**src/rtl/pipeline_ctrl.sv**
```systemverilog
// Pipeline stall/flush controller: turns load-use and jump hazard requests into
// pipeline register enables, NOP flushes and one-cycle completion acknowledges.
module pipeline_ctrl #(
    parameter int LU_STALL_CYCLES = 1,
    parameter int JU_FLUSH_CYCLES = 1
) (
    input  logic CLK,
    input  logic nRST,
    input  logic ihit,
    input  logic dmem_req,
    input  logic dhit,
    input  logic halt,
    input  logic load_use,
    input  logic flag_lu,
    input  logic jump_use,
    input  logic flag_ju,
    output logic pc_en,
    output logic ifid_en,
    output logic idex_en,
    output logic exmem_en,
    output logic memwb_en,
    output logic ifid_flush,
    output logic idex_flush,
    output logic flag_lu_done,
    output logic flag_ju_done,
    output logic halted
);

    typedef enum logic [1:0] {IDLE, LU_STALL, JU_FLUSH, HALTED} state_t;

    localparam logic [1:0] LU_LOAD = 2'(LU_STALL_CYCLES - 1);
    localparam logic [1:0] JU_LOAD = 2'(JU_FLUSH_CYCLES - 1);

    state_t     state;
    logic [1:0] cnt;
    logic       adv;
    logic       lu_req;
    logic       ju_req;

    assign adv = ihit & (~dmem_req | dhit);

    // A request is ignored while its own acknowledge is on the wire, so the
    // hazard unit gets one cycle to drop the pending flag.
    assign lu_req = load_use & flag_lu & ~flag_lu_done;
    assign ju_req = jump_use & flag_ju & ~flag_ju_done;

    always_ff @(posedge CLK or negedge nRST) begin
        if (!nRST) begin
            state        <= IDLE;
            cnt          <= 2'd0;
            flag_lu_done <= 1'b0;
            flag_ju_done <= 1'b0;
        end else begin
            flag_lu_done <= 1'b0;
            flag_ju_done <= 1'b0;
            if (halt) begin
                state <= HALTED;
            end else if (adv) begin
                case (state)
                    IDLE: begin
                        if (lu_req) begin
                            if (LU_STALL_CYCLES <= 1) begin
                                flag_lu_done <= 1'b1;
                            end else begin
                                state <= LU_STALL;
                                cnt   <= LU_LOAD;
                            end
                        end else if (ju_req) begin
                            if (JU_FLUSH_CYCLES <= 1) begin
                                flag_ju_done <= 1'b1;
                            end else begin
                                state <= JU_FLUSH;
                                cnt   <= JU_LOAD;
                            end
                        end
                    end
                    // cnt counts the stall cycles still owed after this one
                    LU_STALL: begin
                        if (cnt <= 2'd1) begin
                            state        <= IDLE;
                            cnt          <= 2'd0;
                            flag_lu_done <= 1'b1;
                        end else begin
                            cnt <= cnt - 2'd1;
                        end
                    end
                    JU_FLUSH: begin
                        if (cnt <= 2'd1) begin
                            state        <= IDLE;
                            cnt          <= 2'd0;
                            flag_ju_done <= 1'b1;
                        end else begin
                            cnt <= cnt - 2'd1;
                        end
                    end
                    default: state <= HALTED;
                endcase
            end
        end
    end

    always_comb begin
        pc_en      = 1'b0;
        ifid_en    = 1'b0;
        idex_en    = 1'b0;
        exmem_en   = 1'b0;
        memwb_en   = 1'b0;
        ifid_flush = 1'b0;
        idex_flush = 1'b0;
        if (nRST && adv) begin
            case (state)
                IDLE: begin
                    pc_en    = 1'b1;
                    ifid_en  = 1'b1;
                    idex_en  = 1'b1;
                    exmem_en = 1'b1;
                    memwb_en = 1'b1;
                    if (lu_req) begin
                        pc_en      = 1'b0;
                        ifid_en    = 1'b0;
                        idex_flush = 1'b1;
                    end else if (ju_req) begin
                        ifid_flush = 1'b1;
                    end
                end
                LU_STALL: begin
                    idex_en    = 1'b1;
                    exmem_en   = 1'b1;
                    memwb_en   = 1'b1;
                    idex_flush = 1'b1;
                end
                JU_FLUSH: begin
                    pc_en      = 1'b1;
                    ifid_en    = 1'b1;
                    idex_en    = 1'b1;
                    exmem_en   = 1'b1;
                    memwb_en   = 1'b1;
                    ifid_flush = 1'b1;
                end
                default: ;
            endcase
        end
    end

    assign halted = (state == HALTED);

endmodule

```
**config.mk**
```make
export PLATFORM = sky130hd
export DESIGN_NAME = pipeline_ctrl
export DESIGN_NICKNAME = d
export VERILOG_FILES = /design/src/rtl/pipeline_ctrl.sv
export SDC_FILE = /design/constraint.sdc
export NUM_CORES = 1
export LEC_CHECK = 0
export ABC_AREA = 1
export CAP_MARGIN = 20
export CELL_PAD_IN_SITES_DETAIL_PLACEMENT = 0
export CELL_PAD_IN_SITES_GLOBAL_PLACEMENT = 2
export CORE_MARGIN = 8
export CORE_UTILIZATION = 11
export DETAILED_ROUTE_END_ITERATION = 6
export GPL_TIMING_DRIVEN = 0
export PLACE_DENSITY = 0.61
export SYNTH_ARGS = -nofsm -noshare
export SYNTH_HDL_FRONTEND = slang
export SYNTH_SLANG_ARGS = --single-unit
export TNS_END_PERCENT = 100
```
**constraint.sdc**
```tcl
create_clock -name CLK -period 0.8 [get_ports CLK]
set_input_delay 0.08 -clock CLK [delete_from_list [all_inputs] [get_ports CLK]]
set_output_delay 0.08 -clock CLK [all_outputs]
set_load 0.02 [all_outputs]
```
==> metrics <==
Port Buffer Count=19; synth warn=0; initial antenna violation count=0; # DRC=0; r2r setup slk=-0.08 ns; Max transition margin=0.899; CP max FO=2; GR Util met3=0.0381; Routed WL=751 um; layout cells sized above 1=0.661; R2R Path Start=state[0]; mapped cell area=220 um^2; Most Crowded Layer GR=met2; failing checks=negative setup slack; R2R Path End=state[0]; clock power share=0.515; Highest Clock Rate=0.820 GHz; Layout area overhead=156%; Worst VDD drop=337 uV; initial DRC count=1; Mean Syn Cell Area=7.86 um^2; Final Hold Fails=0; met2 Usage GRT=0.0618; first-pass GRT wire length=1230 um; multi-input combinational cell area=131 um^2; Seq pwr share=0.307; met1 Use GR=0.0478; RSZ-0062 raised after global routing=true; vias post-DR=261; layout net count=67; status=finished with violations; fillers=225; die height=60.7 um; CTS sink count=3; Gate Count Post-Synth=28; Avg WL per Cell=9.05 um; crit end category=output pin; chip width=60.7 um; Worst Slack Setup Final=-0.420 ns; largest net degree at the start of global routing=4; switch share=0.215; GRT Residual Overflow=0; Rows=16; Die ar.=0.00369 mm^2; drt first pass iters=2; later-pin clock latency in the skew report=0.23 ns; setup violators final=12; worst-case clock buffer depth=2; cell leakage power=0.260 nW; Final Skew=0.00369 ns; cells on worst reg2reg path=2; Clk pin slew, worst setup/hold paths=0.04 ns; Worst EP required=0.72 ns; setup_tns=-3.07 ns; CORE AREA=0.00192 mm^2; # Max-Cap Violations=0; CTS buffer count=3; Internal Pwr Total=0.390 mW; syn nets=38; synthesized flop and latch total=3; kind of critical path=flop to output pin; Tot GR Track Use=0.0475; net switching power figure=0.107 mW; final std cells w/o fill=83; Placed Instances=74; startpoint types=flop; count of cell types in the netlist=12; vias in the first global route=291; area taken by flip-flops and latches=77.6 um^2; Final period util=1.53; Power Dens Cells=882 mW/mm^2; GPL Wtd Cong=0.698; actual slew at the worst max-slew pin=0.151 ns; CTS tree=built; detailed placer's ending HPWL=596 um; worst endpoint data arrival time=1.14 ns; Tightest Hold Check Type=input port to asynchronous set/reset pin; Root Buffer=clkbuf_4; vias per cell=3.14; shortest period the worst path allows=1.22 ns; fin. max-slew vios=0; top-level port count=20; DRT antenna net count=0; register area share after synthesis=0.341; Initial Util=0.115; H-tree Lvls=1; Comb power frac=0.177; Ant. Diodes=0
## how the worst max path moves through the flow
stage / to / slack (ns) / start / cells past startpoint
after floorplan: pc_en / -0.16 / flag_lu_done / 5
after global placement: memwb_en / -1.03 / nRST / 7
after detailed placement: memwb_en / -1.02 / nRST / 7
after CTS: pc_en / -0.44 / flag_lu_done / 6
after global routing: pc_en / -0.51 / flag_lu_done / 6
final: pc_en / -0.42 / flag_lu_done / 6
## critical path: stages, from the launching register on
cell and delay [ns]:
dfrtp_2 0.41, nor2_4 0.10, nor2_2 0.06, nand2_2 0.09
inv_4 0.04, buf_6 0.10, buf_6 0.12
## Yosys cell counts (all sizes together)
library cell | number | area share
buf | 3 | 0.10
dfrtp | 3 | 0.34
inv | 5 | 0.085
nand2 | 6 | 0.16
nand3b | 1 | 0.034
nor2 | 8 | 0.23
nor3 | 1 | 0.023
or2 | 1 | 0.028
## cells in the final DEF, fill, tap and decap left out
master and instances:
buf_2 1, buf_4 2, buf_6 14, clkbuf_1 1
clkbuf_4 3, clkdlybuf4s50_1 5, dfrtp_1 1, dfrtp_2 2
dlygate4sd2_1 4, dlygate4sd3_1 1, inv_1 3, inv_2 1
inv_4 1, nand2_1 1, nand2_2 4, nand2_4 1
nand3b_1 1, nor2_1 2, nor2_2 2, nor2_4 4
nor3_2 1, or2_4 1
## sequential cells by signal, summed over array words and instances (netlist names)
| register | cells |
|---|---|
| flag_lu_done | 1 |
| flag_ju_done | 1 |
| state | 1 |
## power by group through the flow
stage | combinational [mW] | sequential, mW | clock, mW
after floorplan | 0.0302 | 0.154 | 0
after CTS | 0.0891 | 0.153 | 0.271
after global placement | 0.0830 | 0.154 | 0
final | 0.0881 | 0.153 | 0.256
after detailed placement | 0.0827 | 0.154 | 0
after global routing | 0.0972 | 0.152 | 0.296
## timing repair
action / 4_1_cts / 5_1_grt
hold buffers: 1 / 0
cloned: 0 / 0
hold endpoints to repair: 3 / 0
endpoints found under the setup margin: 12 / 13
pin swaps: 4 / 1
gates resized for setup: 63 / 6
buffers inserted: 2 / 2
## cell families (layout without fill, tap and decap cells)
family        after synthesis  count (layout)  share of synthesized area
buf+inv                     8              36                      0.187
flops                       3               3                      0.341
simple gates               17              17                      0.472
## stage by stage
step | area (um^2) | power [mW] | hold slack, ns | util | setup WS (ns)
after floorplan | 244 | 0.185 | -0.216 | - | -0.160
after global placement | 468 | 0.237 | 0.296 | 0.243 | -1.03
after detailed placement | 468 | 0.237 | 0.294 | 0.243 | -1.02
after CTS | 542 | 0.513 | 0.352 | 0.282 | -0.437
after global routing | 563 | 0.546 | 0.360 | 0.293 | -0.506
final | 563 | 0.497 | 0.355 | 0.293 | -0.420
## layout make-up
| type | instances | area share |
|---|---|---|
| buffer | 3 | 0.0600 |
| tap | 27 | 0.0600 |
| timing repair buffer | 24 | 0.424 |
| multi-input combinational | 17 | 0.233 |
| sequential | 3 | 0.138 |
| inverter | 5 | 0.0378 |
| clock buffer | 4 | 0.0467 |
## layer usage
metal  vias up  share of wire
met5         -              0
met3         0           0.14
met1       114           0.37
met2        12           0.49
met4         0              0
li1        135              -
No activity file was read; power rests on OpenSTA's default activity.
